[config.mk]
export PLATFORM = sky130hd
export DESIGN_NAME = i2c_target_regs
export DESIGN_NICKNAME = d
export VERILOG_FILES = /design/src/rtl/i2c_pkg.sv /design/src/rtl/i2c_cond_detect.sv /design/src/rtl/i2c_target_regs.sv
export SDC_FILE = /design/constraint.sdc
export NUM_CORES = 1
export LEC_CHECK = 0
export BUFFER_PORTS_ARGS = -buffer_cell sky130_fd_sc_hd__buf_2
export CAP_MARGIN = 20
export CORE_ASPECT_RATIO = 0.5
export CORE_MARGIN = 3
export CORE_UTILIZATION = 30
export DETAILED_ROUTE_END_ITERATION = 8
export SLEW_MARGIN = 25
export SYNTH_ARGS = -nofsm -noshare
export SYNTH_HDL_FRONTEND = slang
export SYNTH_SLANG_ARGS = --single-unit
[constraint.sdc]
create_clock -name clk -period 2.3 [get_ports clk]
set_input_delay 0 -clock clk [delete_from_list [all_inputs] [get_ports clk]]
set_output_delay 0 -clock clk [all_outputs]
set_load 0.05 [all_outputs]
[src/rtl/i2c_pkg.sv]
// Shared I2C definitions: target state encoding and ACK/NACK bus levels.
package i2c_pkg;

  typedef enum logic [3:0] {
    ST_IDLE,
    ST_DEVADR,
    ST_DEVACK,
    ST_PTR,
    ST_PTRACK,
    ST_WDAT,
    ST_WDACK,
    ST_RDAT,
    ST_RDACK
  } i2c_tstate_t;

  localparam logic I2C_ACK  = 1'b0;
  localparam logic I2C_NACK = 1'b1;

endpackage

[src/rtl/i2c_cond_detect.sv]
// Bus input conditioning: 2-flop synchronizers, one history flop, registered
// SCL edge pulses and START/STOP detection (3 clk from pin to pulse).
module i2c_cond_detect (
  input  logic clk,
  input  logic rst_in,
  input  logic scl_in,
  input  logic sda_in,
  output logic sda,
  output logic scl_rise,
  output logic scl_fall,
  output logic start_det,
  output logic stop_det
);

  logic [1:0] scl_sync;
  logic [1:0] sda_sync;
  logic       scl_hist;
  logic       sda_hist;

  assign sda = sda_sync[1];

  // Synchronize pins (idle-high on reset so no phantom edges) and register event pulses.
  always_ff @(posedge clk) begin
    if (rst_in) begin
      scl_sync  <= '1;
      sda_sync  <= '1;
      scl_hist  <= 1'b1;
      sda_hist  <= 1'b1;
      scl_rise  <= 1'b0;
      scl_fall  <= 1'b0;
      start_det <= 1'b0;
      stop_det  <= 1'b0;
    end else begin
      scl_sync  <= {scl_sync[0], scl_in};
      sda_sync  <= {sda_sync[0], sda_in};
      scl_hist  <= scl_sync[1];
      sda_hist  <= sda_sync[1];
      scl_rise  <= scl_sync[1] & ~scl_hist;
      scl_fall  <= ~scl_sync[1] & scl_hist;
      start_det <= scl_sync[1] & scl_hist & sda_hist & ~sda_sync[1];
      stop_det  <= scl_sync[1] & scl_hist & ~sda_hist & sda_sync[1];
    end
  end

endmodule

[src/rtl/i2c_target_regs.sv]
// I2C target with a byte register file: device-address match, word pointer,
// sequential writes/reads with pointer auto-increment, local read port.
module i2c_target_regs #(
  parameter logic [6:0]  DEV_ADDR = 7'h50,
  parameter int unsigned AW       = 4
) (
  input  logic          clk,
  input  logic          rst_in,
  input  logic          scl_in,
  input  logic          sda_in,
  output logic          sda_oe,
  input  logic [AW-1:0] host_addr,
  output logic [7:0]    host_rdata,
  output logic          wr_pulse,
  output logic [AW-1:0] wr_addr,
  output logic [7:0]    wr_data,
  output logic          busy
);

  import i2c_pkg::*;

  localparam int unsigned DEPTH = 2**AW;

  i2c_tstate_t   state;
  logic [7:0]    regs [DEPTH];
  logic [AW-1:0] ptr;
  logic [7:0]    rx;
  logic [7:0]    tx;
  logic [3:0]    bit_cnt;
  logic          rw;

  logic sda_s;
  logic scl_rise;
  logic scl_fall;
  logic start_det;
  logic stop_det;

  i2c_cond_detect u_cond (
    .clk       (clk),
    .rst_in    (rst_in),
    .scl_in    (scl_in),
    .sda_in    (sda_in),
    .sda       (sda_s),
    .scl_rise  (scl_rise),
    .scl_fall  (scl_fall),
    .start_det (start_det),
    .stop_det  (stop_det)
  );

  assign host_rdata = regs[host_addr];

  // Protocol FSM: sample on SCL rise, change SDA drive on SCL fall, START/STOP override.
  always_ff @(posedge clk) begin
    if (rst_in) begin
      state    <= ST_IDLE;
      sda_oe   <= 1'b0;
      ptr      <= '0;
      rx       <= '0;
      tx       <= '0;
      bit_cnt  <= '0;
      rw       <= 1'b0;
      busy     <= 1'b0;
      wr_pulse <= 1'b0;
      wr_addr  <= '0;
      wr_data  <= '0;
    end else begin
      wr_pulse <= 1'b0;
      if (start_det) begin
        state   <= ST_DEVADR;
        bit_cnt <= '0;
        sda_oe  <= 1'b0;
      end else if (stop_det) begin
        state  <= ST_IDLE;
        sda_oe <= 1'b0;
        busy   <= 1'b0;
      end else if (scl_rise) begin
        case (state)
          ST_DEVADR, ST_PTR, ST_WDAT: begin
            if (bit_cnt != 4'd8) begin
              rx      <= {rx[6:0], sda_s};
              bit_cnt <= bit_cnt + 4'd1;
            end
          end
          ST_RDAT: begin
            if (bit_cnt != 4'd8) bit_cnt <= bit_cnt + 4'd1;
          end
          ST_RDACK: begin
            if (sda_s == I2C_ACK) begin
              tx      <= regs[ptr];
              bit_cnt <= '0;
              state   <= ST_RDAT;
            end else begin
              state <= ST_IDLE;
              busy  <= 1'b0;
            end
          end
          default: ;
        endcase
      end else if (scl_fall) begin
        case (state)
          ST_DEVADR: begin
            if (bit_cnt == 4'd8) begin
              if (rx[7:1] == DEV_ADDR) begin
                state  <= ST_DEVACK;
                rw     <= rx[0];
                busy   <= 1'b1;
                sda_oe <= 1'b1;
              end else begin
                state <= ST_IDLE;
              end
            end
          end
          ST_DEVACK: begin
            bit_cnt <= '0;
            if (rw) begin
              state  <= ST_RDAT;
              tx     <= regs[ptr];
              sda_oe <= ~regs[ptr][7];
            end else begin
              state  <= ST_PTR;
              sda_oe <= 1'b0;
            end
          end
          ST_PTR: begin
            if (bit_cnt == 4'd8) begin
              ptr    <= rx[AW-1:0];
              sda_oe <= 1'b1;
              state  <= ST_PTRACK;
            end
          end
          ST_PTRACK, ST_WDACK: begin
            sda_oe  <= 1'b0;
            bit_cnt <= '0;
            state   <= ST_WDAT;
          end
          ST_WDAT: begin
            if (bit_cnt == 4'd8) begin
              wr_pulse <= 1'b1;
              wr_addr  <= ptr;
              wr_data  <= rx;
              ptr      <= ptr + AW'(1);
              sda_oe   <= 1'b1;
              state    <= ST_WDACK;
            end
          end
          ST_RDAT: begin
            // bit_cnt==0 only after a master ACK reload: present MSB without shifting.
            if (bit_cnt == 4'd0) begin
              sda_oe <= ~tx[7];
            end else if (bit_cnt == 4'd8) begin
              sda_oe <= 1'b0;
              ptr    <= ptr + AW'(1);
              state  <= ST_RDACK;
            end else begin
              tx     <= {tx[6:0], 1'b0};
              sda_oe <= ~tx[6];
            end
          end
          default: ;
        endcase
      end
    end
  end

  // Register file: the commit strobe is registered, so the array updates the clk after wr_pulse.
  always_ff @(posedge clk) begin
    if (rst_in) begin
      for (int unsigned i = 0; i < DEPTH; i++) regs[i] <= '0;
    end else if (wr_pulse) begin
      regs[wr_addr] <= wr_data;
    end
  end

endmodule

Word level (Yosys, flattened, before mapping):

Memories as Yosys holds them, arrays and structs flattened. A register that Yosys moved wholly into a read port is not among the register bits.
Cells that the tools add are included.

* flip-flop bits (word level): 54
* bits in writable memories: 128
* logic and storage cells: 166
* memories: 1

* $add $sub $neg: 2
* equal/unequal tests: 36
* muxes and demuxes: 56
* bitwise gates (word level): 19
* reduce and logical (&&, ||, !) cells: 32

Memory list
* regs: words 16, bits a word 8, rd ports 2, clocked after memory_dff 1, write ports 16, RTL line i2c_target_regs.sv:25 `logic [7:0] regs [DEPTH];`

Operator list (count)
* two-way mux 4 bit: 19
* two-way mux 8 bit: 8
* inequality test 5 x 2 -> 1 bit, second input constant: 5
* one-hot mux 4 bit (6 select lines): 1
* two-way mux 1 bit: 21
* inequality test 3 x 2 -> 1 bit, second input constant: 7
* AND reduction 7 bit: 3
* AND reduction 6 bit: 3
* nonzero test 3 bit: 6
* equality test 4 x 3 -> 1 bit, second input constant: 4
* one-hot mux 8 bit (2 select lines): 1
* AND reduction 8 bit: 2
* inequality test 3 bit, second input constant: 5
* inequality test 2 bit, second input constant: 6
* NOT 1 bit: 12
* one-hot mux 4 bit (3 select lines): 1
* AND reduction 9 bit: 1
* nonzero test 9 bit: 1
* OR reduction 3 bit: 3
* adder 4 x 1 -> 4 bit, second input constant: 2
* equality test 4 x 2 -> 1 bit, second input constant: 2
* equality test 4 bit, second input constant: 2
* inequality test 4 bit, second input constant: 2
* one-hot mux 4 bit (2 select lines): 1
* other kinds (17): 27

Depth between registers and ports, before layout:

Gate-level depths: netlist (run 1).

* depth in word-level cells: 8
* mapped depth: 9

Cells and area by module:

A second synthesis (run 1) with hierarchy kept.

* cell total of the unflattened synthesis: 723
* area, all modules: 9505.4 um2

By module, submodules not included
* i2c_target_regs: instances 1, cells an instance 701, area each 9205.1 um2
* i2c_cond_detect: instances 1, cells an instance 22, area each 300.3 um2

Least setup slack after synthesis (run 1):

OpenSTA, ideal clock, no wires.

* path kind: reg2reg
* start point: register wr_pulse
* end point: memory regs[0][0] (enable)
* arrival: 1739 ps
* slack: 252 ps
* stages on the path, launching flop included: 5
* path buffers: 0
* period minus slack after synthesis: 2048 ps
* cells stage by stage: dfxtp_1 nand2b_1 or3_1 nor3_1 or2_2

RTL lines
* from (decl): RTL line i2c_target_regs.sv:14 `output logic wr_pulse,`
* from (signal assigned): RTL line i2c_target_regs.sv:63 `wr_pulse <= 1'b0;`
* from (signal assigned): RTL line i2c_target_regs.sv:67 `wr_pulse <= 1'b0;`
* from (signal assigned): RTL line i2c_target_regs.sv:138 `wr_pulse <= 1'b1;`
* to (decl): RTL line i2c_target_regs.sv:25

==> results.tsv, run 1 <==
metric	value	unit
Reg power frac	53.1	%
Hold Path Class	input pin to flop	
Routed WL	24700	um
RSZ-0062 raised after global routing	no	
area occupied by multi-input gates	0.00428	mm2
Worst slew margin	41.6	%
Combinational Power Share	6.3	%
max cap viols	0	
Core Region	0.0308	mm2
Final Instance Area	0.0109	mm2
switching portion of total power	23.4	%
count of flip-flops with a built-in enable after synthesis	128	
CP max stage delay	530	ps
mean post-synth cell area	13.0	um2
GRT Util Overall	14.7	%
internal power	5.33	mW
Worst Path Max Fanout	2	
largest net degree at the start of global routing	38	
register bit total from synthesis	186	
FF/Latch Area	0.00501	mm2
Die ar.	0.0341	mm2
FMAX	470	MHz
Clk network pwr share	40.5	%
Worst-path clk slew	70	ps
startpoint types	flop	
Final #Nets	791	
register area share after synthesis	52.5	%
Max Slew Vio Count	0	
cts bufs inserted	17	
Crit-path slowest cell	mux4_2	
YS warnings	0	
pre-CTS worst setup slack	189	ps
post-route ant nets	0	
# clock sinks	186	
Slew @ Worst Pin	875	ps
crit path kind	flop to primary output	
Initial DRC Count	515	
routed via count	6288	
clk buf depth	2	
status	completed	
CTS tree	done	
Setup TNS	0	ps
CTS root buffer	clkbuf_16	
Die H	132	um
H-tree Lvls	4	
clk_lat worst skew	430	ps
FFs w/ async S/R, synth	0	%
row count	45	
clock period minus final worst setup slack	2130	ps
fin crit share	92.5	%
PwrDens	638	mW/mm2
Critical Path RT	2300	ps
Cell Area, Placed	0.0103	mm2
Via density	5.17	
CP arrival	2130	ps
Psw	1.63	mW
Post-Syn Nets	746	
Cells after Synth	735	
number of antenna violations at the first check in global routing	1	
critical-path cell list	mux4_2 -> mux4_2 -> buf_2	
grt total ovfl	0	
DRC viols	0	
Synth cell types	57	
Worst Path Buf+Inv	1	
Primary FF master, synth	edfxtp_1	
Crit path top cell by count	mux4_2	
maximum vdd drop	518	uV
ant diodes	0	
post-layout total power	6.96	mW
synthesized area	0.00953	mm2
delay-heaviest family, CP	multiplexers	
crit end category	primary output	
Pleak	3.78	nW
setup ws final	173	ps
post-DR wirelength/cell	20.3	um
DRT Pass-1 Iters	5	
GPL Wtd Cong	0.843	
Max Clock Skew	10.4	ps
first-pass GRT wire length	38100	um
layout cells sized above 1	24.3	%
area growth from synthesis to layout	14.5	%
fill count	2952	
Detailed Place HPWL	17800	um
I/O pin count	31	
Hold Violations, Final	0	
Starting Density	30.9	%
final setup fails	0	
Die Width	258	um
vias in the first global route	6380	
port bufs	30	
-- per-stage QoR --
step           instances  hold slack (ps)  util, %
6_report            1216             90.9     35.4
5_1_grt             1216              106     35.4
4_1_cts             1216             81.8     35.4
3_5_place_dp        1182              206     33.6
3_3_place_gp        1182              204     33.6
2_1_floorplan        735              104        -
-- repair_timing --
action | in CTS | in global routing
endpoints found under the setup margin | 0 | 0
endpoints found under the hold margin | 2 | 0
setup buffers | 0 | 0
gates resized for setup | 0 | 0
hold buffers | 2 | 0
-- state kept, by name (all words and copies together), names as in the netlist, 2 cells and up, named ones only --
register / flops
rx: 8
state: 4
ptr: 4
wr_addr: 4
u_cond.sda_sync: 2
wr_data: 8
u_cond.scl_sync: 2
regs: 128
bit_cnt: 4
tx: 8
-- routing by layer --
metal | share of wire [%] | vias up | GRT usage, %
li1 | - | 2855 | -
met1 | 42 | 3162 | 19.0
met2 | 47 | 213 | 23.8
met3 | 6.2 | 56 | 3.05
met4 | 4.3 | 2 | 7.06
met5 | 0.053 | - | 0
-- power groups by stage --
stage	clock network, mW	logic [mW]	registers [mW]
after global routing	2.99	0.467	3.71
final	2.82	0.442	3.70
after CTS	2.87	0.449	3.70
after floorplan	0	0.322	3.74
after detailed placement	0	0.445	3.77
after global placement	0	0.441	3.77
-- synthesized netlist by cell type, types with 7 or more instances --
library cell  count  area (um2)
o21ai_1           7        35.0
o21a_1            7        52.6
mux4_2           62        1400
dfxtp_1          58        1160
nand2_1          20        75.1
nor3_1            9        45.0
nand2b_1         16         100
or2_2            22         138
clkbuf_1         26        97.6
edfxtp_1        128        3840
and2_1          130         813
a21oi_1          10        50.1
mux2i_1          50         500
nor2_1           59         221
a221oi_1         13         114
buf_2            12        60.1
-- logic make-up after synthesis --
kind of cell    after synthesis  synth area share, %
compound gates               73                 5.82
buf+inv                      54                 2.60
flops                       186                 52.5
fa+ha+maj                     3                0.394
mux                         113                 20.0
simple gates                306                 18.6
-- cells in the final DEF, fill, tap and decap left out, types with 16 or more instances in the layout --
master,synthesis,final
and2_1,130,130
buf_2,12,30
buf_4,1,39
clkbuf_16,0,17
dfxtp_1,58,57
edfxtp_1,128,128
mux2i_1,50,50
mux4_2,62,62
nand2_1,20,20
nand2b_1,16,16
nor2_1,59,59
or2_2,22,22
-- worst paths after layout --
check                     start                  to  slack (ps)  cells after the start
max reg2reg                flop               tx[4]         210                      5
min reg2reg  u_cond.sda_sync[0]  u_cond.sda_sync[1]         410                      1
max                 regs[14][4]       host_rdata[4]         170                      3
min                      rst_in          wr_addr[2]          90                      3
-- tightest hold or removal path, cell delays in order --
cell and delay (ps):
buf_2 120, buf_4 240, nor2_1 130
-- final cells by class --
class                           instances  share of cell area, %
Clock buffer                           20                   4.00
Clock inverter                         12                   1.06
Inverter                                6                  0.206
Multi-Input combinational cell        495                   39.2
Sequential cell                       186                   45.9
Tap cell                              423                   4.85
Timing Repair Buffer                   74                   4.79
Power figures use the tool's default switching activity.
==> inputs of run 2 (changes only) <==
Settings changed: CELL_PAD_IN_SITES_DETAIL_PLACEMENT from default to 0, CELL_PAD_IN_SITES_GLOBAL_PLACEMENT from default to 2, PLACE_DENSITY_LB_ADDON from default to 0.1.
Clock period 2.3 ns to 2.05 ns, I/O delays scaled along.
==> results.tsv, run 2 (synthesis gave the netlist of run 1 again) <==
metric	value	unit	change
status	complete, but fails checks		
violated checks	setup timing		
non-filler instance count after layout	1250		+2.8%
Worst Path Max Fanout	2		unchanged
Detailed Place HPWL	20700	um	+17%
most frequent cells in the layout	130 x and2_1, 128 x edfxtp_1, 66 x buf_4		
Hold Path Depth	3		unchanged
Cell Count Post-Placement	1209		+2.3%
commonest non-fill, non-tap cell in the layout	and2_1		
clk_lat worst skew	450	ps	+20 ps
fill count	2977		+0.85%
max cap viols	0		unchanged
Die ar.	0.0341	mm2	unchanged
post-route ant nets	0		unchanged
setup ws final	-39.0	ps	-213 ps
DRT Pass-1 Iters	5		unchanged
Worst-path clk slew	80	ps	about the same
Worst slew margin	53.3	%	+12 points
Setup TNS	-212	ps	-212 ps
worst flop-to-flop path endpoint	tx[1]		
layout cells sized above 1	29.0	%	+4.7 points
Die Width	258	um	unchanged
Core Region	0.0308	mm2	unchanged
Pleak	4.01	nW	+6.0%
PwrDens	700	mW/mm2	+9.7%
final setup fails	8		+8
port bufs	30		unchanged
vias in the first global route	6497		+1.8%
Largest register FFs	128		unchanged
largest reg by FF count	regs		
Hold Violations, Final	0		unchanged
startpoint types	flop		
grt total ovfl	0		unchanged
HP Start	rst_in		
fin crit share	102	%	
number of antenna violations at the first check in global routing	2		+1
ant diodes	0		unchanged
area growth from synthesis to layout	19.2	%	
Slew @ Worst Pin	699	ps	-176 ps
worst r2r path cells	6		+1
I/O pin count	31		unchanged
maximum vdd drop	571	uV	+10%
crit end category	primary output		
crit path kind	flop to primary output		
Max Clock Skew	10.8	ps	+0.417 ps
Hold Path Class	input pin to flop		
Routed WL	28300	um	+15%
largest net degree at the start of global routing	35		-7.9%
Critical Path RT	2050	ps	-250 ps
Die H	132	um	unchanged
row count	45		unchanged
Initial DRC Count	471		-8.5%
Final #Nets	825		+4.3%
CP arrival	2090	ps	-40 ps
Util after Layout	36.9	%	+1.4 points
FMAX	479	MHz	
cts bufs inserted	17		unchanged
Reg2Reg Setup Slack	100	ps	-110 ps
clk buf depth	2		unchanged
hold worst-path end	wr_data[4]		
Max Slew Vio Count	0		unchanged
# clock sinks	186		unchanged
CTS root buffer	clkbuf_16		
clock period minus final worst setup slack	2090	ps	
CTS tree	done		
post-layout total power	7.95	mW	+14%
Via density	4.95		-4.3%
post-DR wirelength/cell	22.6	um	+12%
RSZ-0062 raised after global routing	yes		
Starting Density	30.9	%	unchanged
GPL Wtd Cong	0.757		-10%
GRT Util Overall	17.2	%	+2.4 points
worst hold slack	129	ps	+38.3 ps
first-pass GRT wire length	42600	um	+12%
H-tree Lvls	4		unchanged
routed via count	6186		-1.6%
DRC viols	0		unchanged
run 2: changes by cell type in the layout (fill, tap and decap cells not counted), moves of 2 or more:
cell and delta:
buf_2 -8, clkinv_2 +2, buf_4 +27, inv_6 -2
dfxtp_2 +2, clkinvlp_4 -3, dfxtp_1 -3, buf_6 +10
buf_12 +4
run 2: area by class of cell:
type / count / area [um2] / share of cell area (%)
Clock buffer: 22 / 454 / 4.00
Clock inverter: 10 / 96.3 / 0.848
Inverter: 6 / 22.5 / 0.198
Multi-Input combinational cell: 495 / 4340 / 38.2
Sequential cell: 186 / 5010 / 44.1
Tap cell: 423 / 529 / 4.66
Timing Repair Buffer: 108 / 903 / 7.96
run 2: stage by stage:
stage	area (um2)	worst slack, ps
3_5_place_dp	10600	-11.7
6_report	11400	-39.0
2_1_floorplan	9530	1.50
4_1_cts	11200	-71.6
3_3_place_gp	10600	-14.3
5_1_grt	11400	-81.8
run 2: report_power, final:
group / internal (mW) / total, mW / switching, mW
sequential: 4.09 / 4.15 / 0.0569
clock: 1.72 / 3.26 / 1.55
combinational: 0.234 / 0.543 / 0.308
run 2: worst max path at each step:
stage                     start            end  cells after the start
global placement     bit_cnt[0]             rw                      8
finish              regs[11][3]  host_rdata[3]                      3
global route        regs[11][5]  host_rdata[5]                      3
CTS                 regs[11][3]  host_rdata[3]                      3
floorplan              wr_pulse     regs[0][0]                      4
detailed placement     state[1]           flop                      6
run 2: repair_timing:
item | CTS | global route
pin swaps | 0 | 1
gates cloned | 0 | 1
endpoints found under the hold margin | 2 | 0
resized for setup | 18 | 17
buffers inserted | 2 | 4
endpoints found under the setup margin | 11 | 43
hold buffers | 2 | 0
run 2: layer usage:
| metal | part of all wire [%] | GRT usage [%] | up-vias |
|---|---|---|---|
| met2 | 45 | 26.5 | 81 |
| li1 | - | - | 2927 |
| met3 | 3.1 | 3.09 | 17 |
| met4 | 0.95 | 4.44 | 0 |
| met5 | 0 | 0 | - |
| met1 | 51 | 24.9 | 3161 |
run 2: worst max-delay path: stages, from the launching register on:
cell      delay [ps]
edfxtp_1         440
mux4_2           540
mux4_2           490
buf_6            170
==> inputs of run 3 (changes only) <==
Settings changed: CTS_BUF_LIST from default to sky130_fd_sc_hd__clkbuf_8.
==> results.tsv, run 3 (synthesis gave the netlist of run 1 again) <==
metric	value	unit	change
GPL Wtd Cong	0.757		unchanged
final setup fails	8		unchanged
Worst-path clk slew	100	ps	+20 ps
most frequent cells in the layout	130 x and2_1, 128 x edfxtp_1, 68 x buf_4		
Die ar.	0.0341	mm2	unchanged
Die H	132	um	unchanged
GRT Util Overall	17.1	%	-0.035 points
Detailed Place HPWL	20700	um	unchanged
Die Width	258	um	unchanged
vias in the first global route	6491		-0.092%
crit path to	host_rdata[4]		
violated checks	setup timing		
post-layout total power	7.09	mW	-11%
Starting Density	30.9	%	unchanged
RSZ-0062 raised after global routing	yes		
crit end category	primary output		
cts bufs inserted	17		unchanged
FF/Latch Area	0.00501	mm2	about the same
worst flop-to-flop path endpoint	tx[1]		
Initial DRC Count	509		+8.1%
Pleak	3.95	nW	-1.5%
routed via count	6176		-0.16%
first-pass GRT wire length	42600	um	about the same
commonest non-fill, non-tap cell in the layout	and2_1		
non-filler instance count after layout	1252		+0.16%
post-DR wirelength/cell	22.6	um	-0.20%
ant diodes	0		unchanged
worst r2r path cells	6		unchanged
# clock sinks	186		unchanged
setup ws final	-99.7	ps	-60.6 ps
Largest register FFs	128		unchanged
fill count	2993		+0.54%
Core Region	0.0308	mm2	unchanged
Reg2Reg Setup Slack	120	ps	+20 ps
clk buf depth	2		unchanged
area occupied by multi-input gates	0.00434	mm2	unchanged
crit path kind	flop to primary output		
Final #Nets	827		+0.24%
Setup crit start	regs[11][4]		
post-route ant nets	0		unchanged
FMAX	465	MHz	-2.8%
port bufs	30		unchanged
CTS tree	done		
layout cells sized above 1	29.3	%	+0.29 points
Worst Path Max Fanout	2		unchanged
Max Clock Skew	17.1	ps	+6.28 ps
area growth from synthesis to layout	17.3	%	
number of antenna violations at the first check in global routing	2		unchanged
Hold Path Class	input pin to flop		
PwrDens	634	mW/mm2	-9.5%
maximum vdd drop	398	uV	-30%
DRT Pass-1 Iters	5		unchanged
Routed WL	28300	um	about the same
largest reg by FF count	regs		
CP arrival	2150	ps	+60 ps
startpoint types	flop		
Hold Violations, Final	0		unchanged
row count	45		unchanged
DRC viols	0		unchanged
Max Slew Vio Count	0		unchanged
I/O pin count	31		unchanged
clock period minus final worst setup slack	2150	ps	+60.6 ps
Via density	4.93		-0.32%
Critical Path RT	2050	ps	about the same
status	complete, but fails checks		
clk_lat worst skew	490	ps	+40 ps
Cell Count Post-Placement	1209		unchanged
Worst slew margin	51.8	%	-1.5 points
fin crit share	105	%	+3.0 points
CTS root buffer	clkbuf_8		
H-tree Lvls	4		unchanged
grt total ovfl	0		unchanged
Slew @ Worst Pin	721	ps	+22.3 ps
max cap viols	0		unchanged
largest net degree at the start of global routing	35		unchanged
## run 3: cell count changes in the layout (fill, tap and decap cells not counted), sizes merged
cell,before,now
clkbuf,23,19
inv,8,12
buf,105,107
## run 3: through the flow
step | hold WS, ps | setup TNS, ps | worst slack (ps) | utilization, % | cell area (um2)
6_report | 93.3 | -570 | -99.7 | 36.3 | 11200
5_1_grt | 98.1 | -1140 | -153 | 36.3 | 11200
4_1_cts | 49.0 | -1030 | -137 | 35.9 | 11000
3_5_place_dp | 188 | -29.5 | -11.7 | 34.4 | 10600
3_3_place_gp | 187 | -40.3 | -14.3 | 34.4 | 10600
2_1_floorplan | 104 | 0 | 1.50 | - | 9530
## run 3: area by class of cell
class | instances | share of cell area (%)
tap | 423 | 4.73
timing repair buffer | 110 | 8.21
clock buffer | 18 | 2.22
sequential | 186 | 44.8
clock inverter | 14 | 0.996
inverter | 6 | 0.201
multi-input combinational | 495 | 38.8
## run 3: critical path, cell delays in order, from the launching register on
cell and delay, ps:
edfxtp_1 450, mux4_2 550, mux4_2 490, buf_6 170
## run 3: worst min path at each step
stage	startpoint	end	slack [ps]	cells past startpoint
2_1_floorplan	scl_in	u_cond.scl_sync[0]	100	1
3_3_place_gp	scl_in	u_cond.scl_sync[0]	190	2
3_5_place_dp	scl_in	u_cond.scl_sync[0]	190	2
4_1_cts	rst_in	wr_data[4]	50	3
5_1_grt	rst_in	wr_data[4]	100	3
6_report	rst_in	wr_data[4]	90	3
## run 3: power by group
group | internal, mW | total, mW | switching, mW
combinational | 0.235 | 0.543 | 0.308
sequential | 4.09 | 4.14 | 0.0567
clock | 0.983 | 2.40 | 1.42
total | 5.30 | 7.09 | 1.78
## run 3: routing by layer
layer  vias up  GRT usage (%)  wire [um]
met2       119           26.6      12800
met1      3119           25.0      14200
met4         0           3.78        246
met5         -              0          0
met3        13           3.15       1080
li1       2925              -          -
## run 3: what timing repair did
| item | CTS | global route |
|---|---|---|
| cloned | 0 | 1 |
| endpoints found under the hold margin | 2 | 0 |
| pin swaps | 0 | 1 |
| setup buffers | 2 | 6 |
| gates resized for setup | 18 | 18 |
| setup endpoints to repair | 11 | 44 |
| hold buffers | 2 | 0 |
